### src/rtl/alu_pkg.sv
// alu_pkg
// Shared definitions for the alu_core execute-stage ALU.
//   ALU_OP_W        : width of the opcode field
//   ALU_ADD..ALU_NOP: opcode values. ALU_ROL and ALU_ROR are used only when
//                     ALU_ROTATE_EN is defined.
//   is_arith_op()   : true for the opcodes that report carry/overflow
package alu_pkg;

    localparam int ALU_OP_W = 4;

    localparam logic [ALU_OP_W-1:0] ALU_ADD   = 4'd0;
    localparam logic [ALU_OP_W-1:0] ALU_SUB   = 4'd1;
    localparam logic [ALU_OP_W-1:0] ALU_AND   = 4'd2;
    localparam logic [ALU_OP_W-1:0] ALU_OR    = 4'd3;
    localparam logic [ALU_OP_W-1:0] ALU_XOR   = 4'd4;
    localparam logic [ALU_OP_W-1:0] ALU_NOR   = 4'd5;
    localparam logic [ALU_OP_W-1:0] ALU_SLL   = 4'd6;
    localparam logic [ALU_OP_W-1:0] ALU_SRL   = 4'd7;
    localparam logic [ALU_OP_W-1:0] ALU_SRA   = 4'd8;
    localparam logic [ALU_OP_W-1:0] ALU_SLT   = 4'd9;
    localparam logic [ALU_OP_W-1:0] ALU_SLTU  = 4'd10;
    localparam logic [ALU_OP_W-1:0] ALU_PASSA = 4'd11;
    localparam logic [ALU_OP_W-1:0] ALU_PASSB = 4'd12;
    localparam logic [ALU_OP_W-1:0] ALU_ROL   = 4'd13;
    localparam logic [ALU_OP_W-1:0] ALU_ROR   = 4'd14;
    localparam logic [ALU_OP_W-1:0] ALU_NOP   = 4'd15;

    // Only ADD and SUB expose the adder's carry and overflow.
    // The compare ops use the adder internally but report both flags as 0.
    function automatic logic is_arith_op(input logic [ALU_OP_W-1:0] op);
        return (op == ALU_ADD) || (op == ALU_SUB);
    endfunction

    // The adder runs in subtract mode for SUB and for both compares.
    function automatic logic uses_subtract(input logic [ALU_OP_W-1:0] op);
        return (op == ALU_SUB) || (op == ALU_SLT) || (op == ALU_SLTU);
    endfunction

endpackage

### src/rtl/alu_addsub.sv
// alu_addsub
// Shared adder/subtractor for ADD, SUB, SLT and SLTU.
// When sub=1 it computes a + ~b + 1, so carry_out=1 means "no borrow".
// Ports:
//   a, b      : WIDTH-bit operands
//   sub       : 1 = subtract (invert b, carry-in 1), 0 = add
//   sum       : WIDTH-bit result
//   carry_out : bit WIDTH of the extended sum
//   overflow  : two's-complement overflow of the operation
module alu_addsub #(
    parameter int WIDTH = 32
) (
    input  logic [WIDTH-1:0] a,
    input  logic [WIDTH-1:0] b,
    input  logic             sub,
    output logic [WIDTH-1:0] sum,
    output logic             carry_out,
    output logic             overflow
);

    logic [WIDTH-1:0] b_eff;
    logic [WIDTH:0]   full_sum;

    // The carry-in is the same signal as sub, so one adder serves both directions.
    assign b_eff    = sub ? ~b : b;
    assign full_sum = {1'b0, a} + {1'b0, b_eff} + {{WIDTH{1'b0}}, sub};

    assign sum       = full_sum[WIDTH-1:0];
    assign carry_out = full_sum[WIDTH];

    // Overflow occurs when both adder inputs have the same sign and the
    // result sign differs. This is checked against the inverted b for SUB.
    assign overflow = (a[WIDTH-1] == b_eff[WIDTH-1]) &&
                      (full_sum[WIDTH-1] != a[WIDTH-1]);

endmodule

### src/rtl/alu_core.sv
// alu_core
// Execute-stage integer ALU with a registered result and condition flags.
// The result and flags are available one clock after the operands are accepted.
// Optional feature macro: ALU_ROTATE_EN. When defined, op 13 is ROL and op 14 is ROR.
// When undefined, ops 13 and 14 return 0 like op 15.
// Ports:
//   clk       : clock, rising edge
//   rst       : synchronous active-high reset
//   in_valid  : a, b and op are valid this cycle
//   a, b      : operands. For shifts and rotates, b[$clog2(WIDTH)-1:0] is the amount.
//   op        : opcode (see alu_pkg)
//   out_valid : y and flags hold the result of the op accepted last cycle
//   y         : registered result
//   carry     : carry (ADD) or no-borrow (SUB). 0 for all other ops.
//   overflow  : signed overflow for ADD/SUB. 0 for all other ops.
//   zero      : y == 0
//   negative  : y[WIDTH-1]
module alu_core
    import alu_pkg::*;
#(
    parameter int WIDTH = 32
) (
    input  logic                clk,
    input  logic                rst,
    input  logic                in_valid,
    input  logic [WIDTH-1:0]    a,
    input  logic [WIDTH-1:0]    b,
    input  logic [ALU_OP_W-1:0] op,
    output logic                out_valid,
    output logic [WIDTH-1:0]    y,
    output logic                carry,
    output logic                overflow,
    output logic                zero,
    output logic                negative
);

    localparam int SHW = $clog2(WIDTH);

    logic [SHW-1:0]   shamt;
    logic [WIDTH-1:0] as_sum;
    logic             as_carry;
    logic             as_overflow;
    logic             lt_signed;
    logic             lt_unsigned;

    logic [WIDTH-1:0] y_next;
    logic             carry_next;
    logic             overflow_next;

    // Using only the low bits of b makes every shift amount wrap modulo WIDTH.
    assign shamt = b[SHW-1:0];

    alu_addsub #(
        .WIDTH(WIDTH)
    ) u_addsub (
        .a        (a),
        .b        (b),
        .sub      (uses_subtract(op)),
        .sum      (as_sum),
        .carry_out(as_carry),
        .overflow (as_overflow)
    );

    // After a - b, the signed less-than result is the difference's sign,
    // corrected by overflow. Unsigned less-than is a borrow, so no carry-out.
    assign lt_signed   = as_sum[WIDTH-1] ^ as_overflow;
    assign lt_unsigned = ~as_carry;

`ifdef ALU_ROTATE_EN
    logic [2*WIDTH-1:0] rot_left_wide;
    logic [2*WIDTH-1:0] rot_right_wide;

    // Shifting {a,a} yields the rotation in one half of the wide word.
    // This also handles a shift amount of 0 without a special case.
    assign rot_left_wide  = {a, a} << shamt;
    assign rot_right_wide = {a, a} >> shamt;
`endif

    // Result mux. Undefined opcodes fall to the default and produce zero.
    // This covers 13/14 when rotate is disabled.
    always_comb begin
        y_next = '0;
        case (op)
            ALU_ADD:   y_next = as_sum;
            ALU_SUB:   y_next = as_sum;
            ALU_AND:   y_next = a & b;
            ALU_OR:    y_next = a | b;
            ALU_XOR:   y_next = a ^ b;
            ALU_NOR:   y_next = ~(a | b);
            ALU_SLL:   y_next = a << shamt;
            ALU_SRL:   y_next = a >> shamt;
            ALU_SRA:   y_next = $unsigned($signed(a) >>> shamt);
            ALU_SLT:   y_next = {{(WIDTH-1){1'b0}}, lt_signed};
            ALU_SLTU:  y_next = {{(WIDTH-1){1'b0}}, lt_unsigned};
            ALU_PASSA: y_next = a;
            ALU_PASSB: y_next = b;
`ifdef ALU_ROTATE_EN
            ALU_ROL:   y_next = rot_left_wide[2*WIDTH-1:WIDTH];
            ALU_ROR:   y_next = rot_right_wide[WIDTH-1:0];
`endif
            default:   y_next = '0;
        endcase
    end

    // Carry and overflow come from the adder, but only ADD and SUB report them.
    always_comb begin
        carry_next    = 1'b0;
        overflow_next = 1'b0;
        if (is_arith_op(op)) begin
            carry_next    = as_carry;
            overflow_next = as_overflow;
        end
    end

    // Output register.
    // When no op is accepted, the previous result stays visible and only
    // out_valid drops. Reset takes priority over in_valid.
    always_ff @(posedge clk) begin
        if (rst) begin
            y         <= '0;
            carry     <= 1'b0;
            overflow  <= 1'b0;
            out_valid <= 1'b0;
        end else if (in_valid) begin
            y         <= y_next;
            carry     <= carry_next;
            overflow  <= overflow_next;
            out_valid <= 1'b1;
        end else begin
            out_valid <= 1'b0;
        end
    end

    // zero and negative come from the registered result.
    // After reset this makes zero read 1.
    assign zero     = (y == '0);
    assign negative = y[WIDTH-1];

endmodule

### config.mk
export PLATFORM = sky130hd
export DESIGN_NAME = alu_core
export DESIGN_NICKNAME = d
export VERILOG_FILES = /design/src/rtl/alu_pkg.sv /design/src/rtl/alu_addsub.sv /design/src/rtl/alu_core.sv
export SDC_FILE = /design/constraint.sdc
export NUM_CORES = 1
export LEC_CHECK = 0
export ABC_CLOCK_PERIOD_IN_PS = 4850
export BUFFER_PORTS_ARGS = -buffer_cell sky130_fd_sc_hd__buf_2
export CAP_MARGIN = 5
export CELL_PAD_IN_SITES_DETAIL_PLACEMENT = 0
export CELL_PAD_IN_SITES_GLOBAL_PLACEMENT = 2
export CORE_ASPECT_RATIO = 0.7
export CORE_MARGIN = 1.5
export CORE_UTILIZATION = 35
export DETAILED_ROUTE_END_ITERATION = 16
export PLACE_DENSITY_LB_ADDON = 0.1
export SLEW_MARGIN = 20
export SYNTH_ARGS = -nofsm -noshare
export SYNTH_HDL_FRONTEND = slang
export SYNTH_SLANG_ARGS = --single-unit
### constraint.sdc
create_clock -name clk -period 4.85 [get_ports clk]
set_clock_uncertainty 0.05 [all_clocks]
set_input_delay 0.2425 -clock clk [delete_from_list [all_inputs] [get_ports clk]]
set_output_delay 0.2425 -clock clk [all_outputs]
set_load 0.02 [all_outputs]
Word-level counts from Yosys, hierarchy flattened
Cells that the tools add are included.

Eq/ne operators: 14. Reductions and logical operators: 7. Shift operators: 3. Muxes and demuxes: 5. Bitwise logic cells: 7. Add/sub/neg operators: 2.

Operators with widths (count): $pmux W32 S12 (1); $not A32 Y32 (2); $add A32 B32 Y33 (1); $add A33 B1 Y33 (1); $and A32 B32 Y32 (1); $logic_not A32 Y1 (1); $mux W32 (1); $or A32 B32 Y32 (1); $shl A32 B5 Y32 (1); $shr A32 B5 Y32 (1); $sshr A32 B5 Y32 (1); $xor A32 B32 Y32 (1); $eq A4 B4 Y1 const B (5); $eq A4 B3 Y1 const B (4); $eq A4 B2 Y1 const B (2); $eq A4 B1 Y1 const B (1); $logic_not A4 Y1 (1); $logic_or A1 B1 Y1 (3); $mux W1 (3); $reduce_or A2 Y1 (1); $eq A1 B1 Y1 (1); $logic_and A1 B1 Y1 (1); $ne A1 B1 Y1 (1); $not A1 Y1 (1); $xor A1 B1 Y1 (1).

Input port bits: 71. Bits in registers: 35.

Depth between registers and ports, before layout
Gate-level depths: netlist of the first run.

Depth after elaboration: 10. Mapped depth: 16. Mapped depth without buffers: 14.

Modules after synthesis
From an unflattened synthesis of the first run, not the netlist that was laid out.

Cell total of the unflattened synthesis: 1354. Area, all modules: 10048.4 um^2.

By module, submodules not included: alu_core (instances 1, area an instance 8065.2 um^2, seq. area each 700.7 um^2, cells an instance 1078); alu_addsub (instances 1, area an instance 1983.2 um^2, seq. area each 0.0 um^2, cells an instance 276).

Worst setup path after synthesis of the first run
No wires, ideal clock.

Path kind: input -> register. Start: in op[2]. End: reg y[28]. Setup slack: 1159 ps. Arrival time: 3521 ps. Stages on the path: 14. Required time: 4680 ps. Library setup time: 120 ps. Cells stage by stage: buf_2 -> clkbuf_1 -> a21oi_1 -> clkbuf_1 -> xnor2_1 -> fa_1 -> a211oi_1 -> o21ai_0 -> nand4_1 -> a311oi_1 -> o31ai_1 -> o21ai_0 -> and4b_1 -> o31a_1.

Cells in the longest elaborated chain, start to end: 7. Elaborated cells between the ends (all ways): 20. Classes of those cells: add/sub: 2; eq/ne: 12; mux: 2; reduce/logical: 4.

Ends and longest elaborated chain: start: declaration (line alu_core.sv:28) `input logic [ALU_OP_W-1:0] op,`; $eq A4 B1 Y1 / $eq A4 B4 Y1 (equally long branches) (line alu_pkg.sv:36, alu_core.sv:83); $logic_or A1 B1 Y1 (2 in series) (line alu_pkg.sv:36) `return (op == ALU_SUB) || (op == ALU_SLT) || (op == ALU_SLTU);`; $mux W32 (line alu_addsub.sv:25) `assign b_eff = sub ? ~b : b;`; $add A32 B32 Y33 (line alu_addsub.sv:26) `assign full_sum = {1'b0, a} + {1'b0, b_eff} + {{WIDTH{1'b0}}, sub};`; $add A33 B1 Y33 (line alu_addsub.sv:26); $pmux W32 S12 * (line alu_core.sv:83) `case (op)`; end signal: assignment (line alu_core.sv:125) `y <= y_next;`; end: declaration (line alu_core.sv:30) `output logic [WIDTH-1:0] y,`.

Every way passes the cells marked *; elsewhere a longest branch is shown, timed or not. A chain may end at the register's enable or synchronous reset.

Final worst setup path of the first run
Start: in op[1]. End: reg y[28].

Same word-level chain as after synthesis.

==> results of run 1 <==
cells in the mapped netlist, drive strengths merged (25+ instances only):
| library cell | instances | area (sq um) |
|---|---|---|
| o21ai | 99 | 503 |
| mux2i | 54 | 541 |
| nand2 | 140 | 526 |
| buf | 38 | 209 |
| dfxtp | 35 | 701 |
| nor2 | 124 | 465 |
| a211oi | 35 | 268 |
| a22oi | 31 | 233 |
| clkbuf | 62 | 233 |
| inv | 74 | 278 |
| ha | 97 | 1210 |
| a21oi | 121 | 609 |
| a221oi | 25 | 219 |
| xnor2 | 46 | 403 |
per-stage QoR:
stage	hold slack (ns)	instance area, sq um	total power [mW]	worst slack [ns]
2_1_floorplan	0.460	9180	1.13	1.16
3_3_place_gp	0.416	9940	1.56	0.555
3_5_place_dp	0.421	9940	1.55	0.577
4_1_cts	0.323	10100	1.95	0.881
5_1_grt	0.336	10100	2.09	0.478
6_report	0.341	10100	1.97	0.728
final cells by class:
type	instances	area share (%)
Clock buffer	6	1.37
Inverter	75	2.78
Multi-Input combinational cell	1091	77.0
Timing Repair Buffer	136	7.47
Clock inverter	2	0.346
Tap cell	331	4.09
Sequential cell	35	6.93
cells in the final DEF (no fill, tap or decap), drive strengths merged, types with 25 or more instances in the layout:
| master | n |
|---|---|
| buf | 136 |
| a22oi | 31 |
| a211oi | 35 |
| inv | 74 |
| mux2i | 54 |
| nand2 | 140 |
| nor2 | 124 |
| a221oi | 25 |
| o21ai | 99 |
| ha | 97 |
| xnor2 | 46 |
| dfxtp | 35 |
| a21oi | 121 |
report_power, final:
part / switching, mW / internal (mW) / total [mW]
registers: 0.0222 / 0.308 / 0.330
logic: 0.799 / 0.439 / 1.24
clock network: 0.145 / 0.256 / 0.401
sequential cells by signal (all words and copies together), names as in the netlist:
register / cells
carry: 1
overflow: 1
y: 32
out_valid: 1
path summary, 6_finish.rpt:
check	from	endpoint	cells after the start
setup / recovery	op[1]	y[28]	14
hold / removal	rst	y[2]	2
setup reg to reg	y[0]	y[0]	4
hold reg to reg	y[7]	y[7]	2
layer usage:
| metal | GRT usage (%) | vias up | part of all wire (%) |
|---|---|---|---|
| met5 | 0 | - | 0 |
| met4 | 6.32 | 0 | 2.0 |
| met3 | 3.85 | 49 | 7.4 |
| met2 | 49.4 | 490 | 43 |
| met1 | 49.2 | 5180 | 48 |
| li1 | - | 4952 | - |
logic make-up after synthesis:
group                    Yosys count
AO/OA/AOI/OAI                    459
XOR/XNOR                          57
adder cells (fa/ha/maj)           98
buffers and inverters            175
flip-flops                        35
multiplexers                      96
AND/OR/NAND/NOR                  381
worst max-delay path, delay by kind of cell:
kind	cells	cell delay [ns]
AO/OA/AOI/OAI	7	2.37
XOR/XNOR	1	0.14
adder cells (fa/ha/maj)	1	0.32
buffers and inverters	2	0.58
AND/OR/NAND/NOR	3	0.57
==> summary.txt, run 1 <==
Finish
  – Share of cells above drive strength 1: between 15 and 20%
  – Multi-input gate area: between 0.007 and 0.008 sq mm
  – Fin cells: 1,676
  – Final net count: 1,513
  – Fillers: 2,795
  – Register Area: ~700 sq um
  – Area Growth Syn to Fin: 10.3%
  – Layout Utilization: 39.4%
  – N_diodes: 0

Yosys
  – Fraction of the mapped netlist area in compound gates: roughly a third
  – Post-synth EDFFs: 0
  – Synth unique cells: 74
  – Ys async rst share: 0%
  – Synthesized-area fraction occupied by adder cells: about 13%
  – Synth Register Bits: 35
  – Mapped Cells: around 1,300
  – Sequential area share after synthesis: ~7.6%
  – Multiplexer share of the synthesized area: a little over an eighth
  – Post-Synth XOR/XNOR Area: about 5.4%
  – Yosys warns: 0
  – Synth Net Count: 1,470
  – Top_reg_cell synth: dfxtp_1
  – Largest family of logic cells by synthesized area: compound AO/OA/AOI/OAI gates
  – Post-Syn Area: about 0.0092 sq mm
  – Syn_area_per_cell: around 7.1 sq um
  – Post-synthesis simple-gate area fraction: roughly 18%

Route
  – TritonRoute pass-1 iters: 6
  – Drt drc: 0
  – WL final: about 45 mm
  – DR vias/cell: 6.37
  – ANT nets after route: 0
  – WL/cell: roughly 27 microns
  – Routed vias: 10,700
  – First-iteration detailed-routing DRC count: approximately 1,300

Worst setup path
  – Slowest library cell on the worst path: o31ai_1
  – Most common cell on crit path: o21ai_0
  – Crit-path max FO: 18
  – Crit path DAT: between 4 and 5 ns
  – CP Data Required Time: ~5 ns
  – Critical Path Max Stage Delay: about 0.60 ns
  – CP Capture Type: register
  – Register-to-register setup slack: around 3.1 ns
  – Critical path type: primary input to register
  – Startpoint Class: primary input
  – CP Cell Sequence: buf_2 -> nand3b_1 -> a21oi_4 -> buf_4 -> xnor2_1 -> ha_1 -> a211oi_1 -> nor2_1 -> o21ai_0 -> a311oi_1 -> o31ai_1 -> o21ai_0 -> and4b_1 -> o31a_1

Floorplan
  – Initial core utilization: ~36%
  – I/O pins: about 110
  – CORE AREA: between 0.02 and 0.03 sq mm
  – Die width: 197 microns
  – FP Rows: 49
  – Die height: 138 microns
  – Die area: about 0.027 sq mm

Clock network
  – Clock Tree Buf Depth: 2
  – Hold_buf cts: 0
  – CTS Buf Count: 5
  – Reg clk slew, reported paths: 0.06 ns
  – H-Tree Level Count: 2
  – Post-CTS Resized: 0
  – Setup Fix Bufs, Post-CTS: 0
  – Clk_lat worst skew: roughly 0.29 ns
  – CTS Sinks: 35
  – CTS tree: done
  – Root Driver: clkbuf_16

Timing
  – Slew headroom: 21.7%
  – Tcrit/Tclk final: 85.0%
  – Final Max Slew Viols: 0
  – Setup violations, final: 0
  – RSZ-0062 raised after global routing: false
  – Minimum clock period: between 4 and 5 ns
  – Fmax achieved: 243 MHz
  – Setup TNS: 0 ns
  – Fin. Hold Viols: 0
  – Actual slew at the worst max-slew pin: roughly 1.2 ns

Pwr
  – Max VDD drop: roughly 130 uV
  – Leak pwr: between 4 and 5 nW
  – Pwr/cell area: 195 mW/mm^2

GRT
  – Number of global-route vias before repair: between 9,000 and 10,000
  – Antenna violations before repair: 0
  – Grt total ovfl: 0
  – First-pass GRT wire length: between 60 and 70 mm
  – GRT Util Overall: approximately 33%
  – Largest net degree at the start of global routing: 62

Place
  – Cells after DPL: roughly 1,700
  – Final HPWL DP: approximately 35 mm
  – PortBufs: roughly 110
  – Final GP Congestion: around 0.95

Worst hold path
  – HP Class: primary input to register

Run
  – Max-cap viol count: 0

Status
  – Run status: finished, final reports clean
(Power assumes the default switching activity.)
==> run 2, diff against run 1 <==
--- a/config.mk
+++ b/config.mk
@@ -5,7 +5,7 @@
 export SDC_FILE = /design/constraint.sdc
 export NUM_CORES = 1
 export LEC_CHECK = 0
-export ABC_CLOCK_PERIOD_IN_PS = 4850
+export ABC_CLOCK_PERIOD_IN_PS = 4200
 export BUFFER_PORTS_ARGS = -buffer_cell sky130_fd_sc_hd__buf_2
 export CAP_MARGIN = 5
 export CELL_PAD_IN_SITES_DETAIL_PLACEMENT = 0
==> constraint.sdc (replaced) <==
create_clock -name clk -period 4.2 [get_ports clk]
set_clock_uncertainty 0.05 [all_clocks]
set_input_delay 0.21 -clock clk [delete_from_list [all_inputs] [get_ports clk]]
set_output_delay 0.21 -clock clk [all_outputs]
set_load 0.02 [all_outputs]
==> run 2 against run 1 <==
  * Sequential power up 16%
  * Sequential share of layout area down 0.12 points
  * Register-to-register slack worse by 0.53 ns
  * Non-clock buffer count up 17
  * Global-route usage up 0.63 points
  * Critical path depth up 2
  * Via count up 0.32%
  * Critical path type unchanged
  * Largest power group unchanged
==> summary.txt, run 2 (synthesis results as in run 1) <==
Finish
  – Final net count: ~1,500
  – Most common cell after layout, fill and taps aside: nand2_1
  – Multi-input gate area: 0.00779 sq mm
  – Layout Utilization: 40.1%
  – Most frequent cells in the layout: nand2_1 (140), nor2_1 (123), a21oi_1 (119)
  – N_diodes: 0
  – Share of cells above drive strength 1: between 10% and 20%
  – Area Growth Syn to Fin: 12.1%
  – Fillers: 2,803
  – Max reg flops: 32
  – Fin cells: about 1,700
  – Fin area: around 0.01 sq mm
  – Register Area: 701 sq um
  – Largest register by flop count: y

GRT
  – Number of global-route vias before repair: approximately 10,000
  – Largest net degree at the start of global routing: 85
  – GRT Util Overall: 33.2%
  – First-pass GRT wire length: between 60 and 70 mm
  – Grt total ovfl: 0
  – Antenna violations before repair: 1

Route
  – DR vias/cell: 6.32
  – Routed vias: 10,700
  – WL final: roughly 46 mm
  – Drt drc: 0
  – TritonRoute pass-1 iters: 5
  – First-iteration detailed-routing DRC count: 1,305
  – WL/cell: about 27 microns
  – ANT nets after route: 0

Clock network
  – Clock Tree Buf Depth: 2
  – H-Tree Level Count: 2
  – CTS Sinks: 35
  – Hold_buf cts: 0
  – Post-CTS Resized: 0
  – Root Driver: clkbuf_16
  – CTS Buf Count: 5
  – Reg clk slew, reported paths: approximately 0.070 ns
  – Clk_lat worst skew: 0.29 ns
  – CTS tree: done
  – Setup Fix Bufs, Post-CTS: 0

Worst setup path
  – CP Capture Type: register
  – Startpoint Class: primary input
  – CP Data Required Time: 4.33 ns
  – CP Capture Point: y[28]
  – Crit-path max FO: 4
  – Crit path DAT: approximately 4 ns
  – FF-to-FF Start: y[19]
  – CP startpoint: op[1]
  – Register-to-register setup slack: around 2.6 ns
  – R2R cell count: 5
  – R2R Path End: y[19]
  – Critical path type: primary input to register

Pwr
  – P_int: around 1.2 mW
  – Net switching power: 1.13 mW
  – Power share of the combinational group: 62.2%
  – Pwr/cell area: about 230 mW/mm^2
  – Sequential share of power: between 10% and 20%
  – Switch share: between 40% and 50%
  – Clock power share: ~22%
  – Max VDD drop: about 130 uV
  – Tot Pwr: around 2.3 mW
  – Leak pwr: 4.52 nW

Floorplan
  – FP Rows: 49
  – Die height: roughly 140 microns
  – Die width: 197 microns
  – Die area: between 0.02 and 0.03 sq mm
  – Initial core utilization: a little over a third
  – CORE AREA: about 0.026 sq mm
  – I/O pins: about 110

Worst hold path
  – HP Class: primary input to register

Timing
  – Fmax achieved: approximately 260 MHz
  – Min Hold Slack: between 0.2 and 0.3 ns
  – Final Max Slew Viols: 0
  – Fin. Hold Viols: 0
  – Actual slew at the worst max-slew pin: slightly below 0.9 ns
  – Minimum clock period: around 3.9 ns
  – RSZ-0062 raised after global routing: false
  – Final setup margin: approximately 0.34 ns
  – Setup TNS: 0 ns
  – Slew headroom: 40.8%
  – Tcrit/Tclk final: 91.8%
  – Setup violations, final: 0

Place
  – Pre-CTS setup slack: 0.225 ns
  – PortBufs: 107
  – Placed cell area: a little over 0.01 sq mm
  – Cells after DPL: 1,685
  – Final HPWL DP: 36.7 mm
  – Final GP Congestion: between 0.9 and 1

Run
  – Max-cap viol count: 0

Status
  – Run status: finished, final reports clean
[run 2: cell count changes in the layout (fill, tap and decap cells not counted)]
cell        change
buf_12          +2
clkinvlp_4      +1
buf_4          +15
clkbuf_8        -1
bufinv_16       +1
clkinv_2        -1
[run 2: per-layer routing]
metal | track usage (%) | vias up | wire length (microns)
met3 | 3.66 | 55 | 3580
met5 | 0 | - | 13
met2 | 50.3 | 487 | 19700
li1 | - | 4972 | -
met4 | 6.52 | 2 | 979
met1 | 50.3 | 5189 | 21700
[run 2: how the worst min path moves through the flow]
stage,start,to,slack (ns),cells past startpoint
floorplan,b[31],y[31],0.43,4
global placement,y[7],y[7],0.42,2
detailed placement,carry,carry,0.42,1
CTS,op[3],y[0],0.30,3
global route,op[3],y[0],0.30,3
finish,op[3],y[0],0.29,3
[run 2: worst max-delay path, stage by stage]
cell      delay, ns
buf_2          0.10
nand2b_1       0.25
nand3_1        0.35
nand2_1        0.23
inv_1          0.08
fa_1           0.45
a211oi_1       0.32
o21ai_0        0.23
nand4_1        0.16
a311oi_1       0.11
buf_4          0.17
o31ai_1        0.38
buf_4          0.21
o21ai_0        0.18
and4b_1        0.27
o31a_1         0.29
[run 2: final cells by class]
class | instances | area share [%]
inverters | 75 | 2.74
repair buffers | 153 | 8.83
well taps | 331 | 4.03
multi-input cells | 1091 | 75.7
clock inverters | 3 | 0.657
flip-flops and latches | 35 | 6.81
clock buffers | 5 | 1.22
[run 2: power by group through the flow]
| stage | Combinational [mW] | Sequential (mW) | Clock, mW |
|---|---|---|---|
| 2_1_floorplan | 0.897 | 0.407 | 0 |
| 3_3_place_gp | 1.44 | 0.388 | 0 |
| 3_5_place_dp | 1.43 | 0.388 | 0 |
| 4_1_cts | 1.43 | 0.381 | 0.512 |
| 5_1_grt | 1.58 | 0.384 | 0.527 |
| 6_report | 1.46 | 0.382 | 0.506 |
==> run 3, diff against run 2 <==
--- a/config.mk
+++ b/config.mk
@@ -11,8 +11,9 @@
 export CELL_PAD_IN_SITES_DETAIL_PLACEMENT = 0
 export CELL_PAD_IN_SITES_GLOBAL_PLACEMENT = 2
 export CORE_ASPECT_RATIO = 0.7
-export CORE_MARGIN = 1.5
+export CORE_MARGIN = 5
 export CORE_UTILIZATION = 35
+export CTS_BUF_LIST = sky130_fd_sc_hd__clkbuf_8
 export DETAILED_ROUTE_END_ITERATION = 16
 export PLACE_DENSITY_LB_ADDON = 0.1
 export SLEW_MARGIN = 20
==> run 3 against run 2 <==
  * Critical path depth unchanged
  * Routed wire length increased by 0.48%
  * Count of clock-buffer cells in the layout unchanged
  * Final cell count about the same
  * Clock power decreased by 49%
  * Critical endpoint is now y[30]
  * Sequential share of layout area increased by 0.069 points
  * Setup slack improved by 0.025 ns
  * Global-route usage decreased by 3.3 points
==> summary.txt, run 3 (synthesis results as in run 1) <==
Floorplan
  – FP Rows: 49
  – CORE AREA: between 0.02 and 0.03 sq mm
  – Initial core utilization: 35.6%
  – I/O pins: 108
  – Die width: about 200 microns
  – Die height: ~150 microns
  – Die area: about 0.030 sq mm

Worst setup path
  – WP buf/inv: 3
  – Slowest library cell on the worst path: a311oi_1
  – CP Capture Point: y[30]
  – Startpoint Class: primary input
  – Critical Path Max Stage Delay: approximately 0.52 ns
  – Crit-path max FO: 20
  – R2R cell count: 6
  – Most common cell on crit path: o21ai_0
  – Register-to-register setup slack: between 2 and 3 ns
  – FF-to-FF Start: y[23]
  – CP Cell Sequence: buf_2 -> nand3b_1 -> a21oi_4 -> buf_12 -> xnor2_1 -> ha_1 -> o21ai_0 -> nor2_1 -> o21ai_0 -> a311oi_1 -> o31ai_1 -> buf_4 -> o21ai_0 -> a21oi_1 -> xnor2_1 -> a31o_2
  – Delay-heaviest family, CP: compound AO/OA/AOI/OAI gates
  – CP Capture Type: register
  – CP Data Required Time: roughly 4.4 ns
  – Critical path depth: 16
  – R2R Path End: y[23]
  – Crit path DAT: roughly 4 ns
  – Critical path type: primary input to register
  – CP startpoint: op[0]

Finish
  – N_diodes: 0
  – Most frequent cells in the layout: nand2_1 (140), nor2_1 (123), a21oi_1 (119)
  – Layout Utilization: 39.6%
  – Area Growth Syn to Fin: 11.0%
  – Fin area: 0.0102 sq mm
  – Share of cells above drive strength 1: between 10% and 20%
  – Max reg flops: 32
  – Final net count: about 1,500
  – Most common cell after layout, fill and taps aside: nand2_1
  – Largest register by flop count: y

Worst hold path
  – HP Class: primary input to register

Route
  – Drt drc: 0
  – WL final: roughly 46 mm
  – TritonRoute pass-1 iters: 5
  – Routed vias: approximately 11,000
  – Top layer in use: met4
  – ANT nets after route: 0
  – Metal-1 WL: about 21 mm
  – Met2 routed WL: roughly 19 mm
  – First-iteration detailed-routing DRC count: around 1,200
  – WL met3: approximately 4.2 mm
  – WL/cell: approximately 27 microns
  – DR vias/cell: 6.30

Clock network
  – CTS Buf Count: 5
  – Root Driver: clkbuf_8
  – Clk_lat worst skew: about 0.32 ns
  – Reg clk slew, reported paths: about 0.080 ns
  – CTS tree: done
  – Post-CTS Resized: 0
  – Setup Fix Bufs, Post-CTS: 0
  – H-Tree Level Count: 2
  – CTS Sinks: 35
  – Hold_buf cts: 0
  – Clock Tree Buf Depth: 2

Timing
  – Final Max Slew Viols: 0
  – RSZ-0062 raised after global routing: false
  – Tcrit/Tclk final: between 90% and 100%
  – Setup TNS: 0 ns
  – Actual slew at the worst max-slew pin: roughly 1.1 ns
  – Slew headroom: between 20% and 30%
  – Setup violations, final: 0
  – Minimum clock period: between 3 and 4 ns
  – Fmax achieved: roughly 260 MHz
  – Fin. Hold Viols: 0
  – Min Hold Slack: ~0.29 ns

Pwr
  – Leak pwr: between 4 and 5 nW
  – Pwr/cell area: slightly above 200 mW/mm^2
  – Max VDD drop: approximately 110 uV

Place
  – PortBufs: 107
  – Final GP Congestion: ~0.94
  – Final HPWL DP: between 30 and 40 mm
  – Placed cell area: slightly above 0.01 sq mm

GRT
  – Number of global-route vias before repair: 9,954
  – Grt total ovfl: 0
  – Largest net degree at the start of global routing: 85
  – First-pass GRT wire length: roughly 68 mm
  – Antenna violations before repair: 0
  – GRT Util Overall: roughly 30%

Status
  – Run status: finished, final reports clean

Run
  – Max-cap viol count: 0
run 3: cell count changes in the layout (fill, tap and decap cells not counted), sizes merged:
cell	previous run	this run
inv	74	76
buf	153	154
clkinv	1	2
clkinvlp	1	0
bufinv	2	0
run 3: power by group:
group	total [mW]	leakage, nW	internal, mW	switching [mW]
sequential	0.382	0.286	0.355	0.0265
combinational	1.46	4.15	0.528	0.937
clock	0.260	0.0505	0.112	0.148
total	2.11	4.48	0.995	1.11
run 3: cell type report:
class	count	area, sq um
inverter	75	282
tap	331	414
sequential	35	701
multi-input combinational	1091	7790
clock buffer	5	68.8
clock inverter	3	12.5
timing repair buffer	154	916
fill	2833	15600
run 3: how the worst min path moves through the flow:
stage	slack (ns)	endpoint	from	cells after the start
after floorplan	0.43	y[31]	b[31]	4
after global placement	0.42	y[15]	y[15]	2
after detailed placement	0.42	carry	carry	1
after CTS	0.25	y[1]	rst	2
after global routing	0.26	y[1]	rst	2
final	0.29	y[1]	rst	2
run 3: per-stage QoR:
stage,setup WS [ns],std cells,power (mW)
2_1_floorplan,0.542,1301,1.30
3_3_place_gp,0.150,1686,1.84
3_5_place_dp,0.110,1686,1.82
4_1_cts,0.452,1694,2.09
5_1_grt,0.0844,1694,2.25
6_report,0.369,1694,2.11
run 3: layer usage:
layer	global-route usage, %	vias to the layer above
met5	0	-
met1	43.5	5126
met4	8.16	0
met3	8.06	74
li1	-	4978
met2	43.5	487
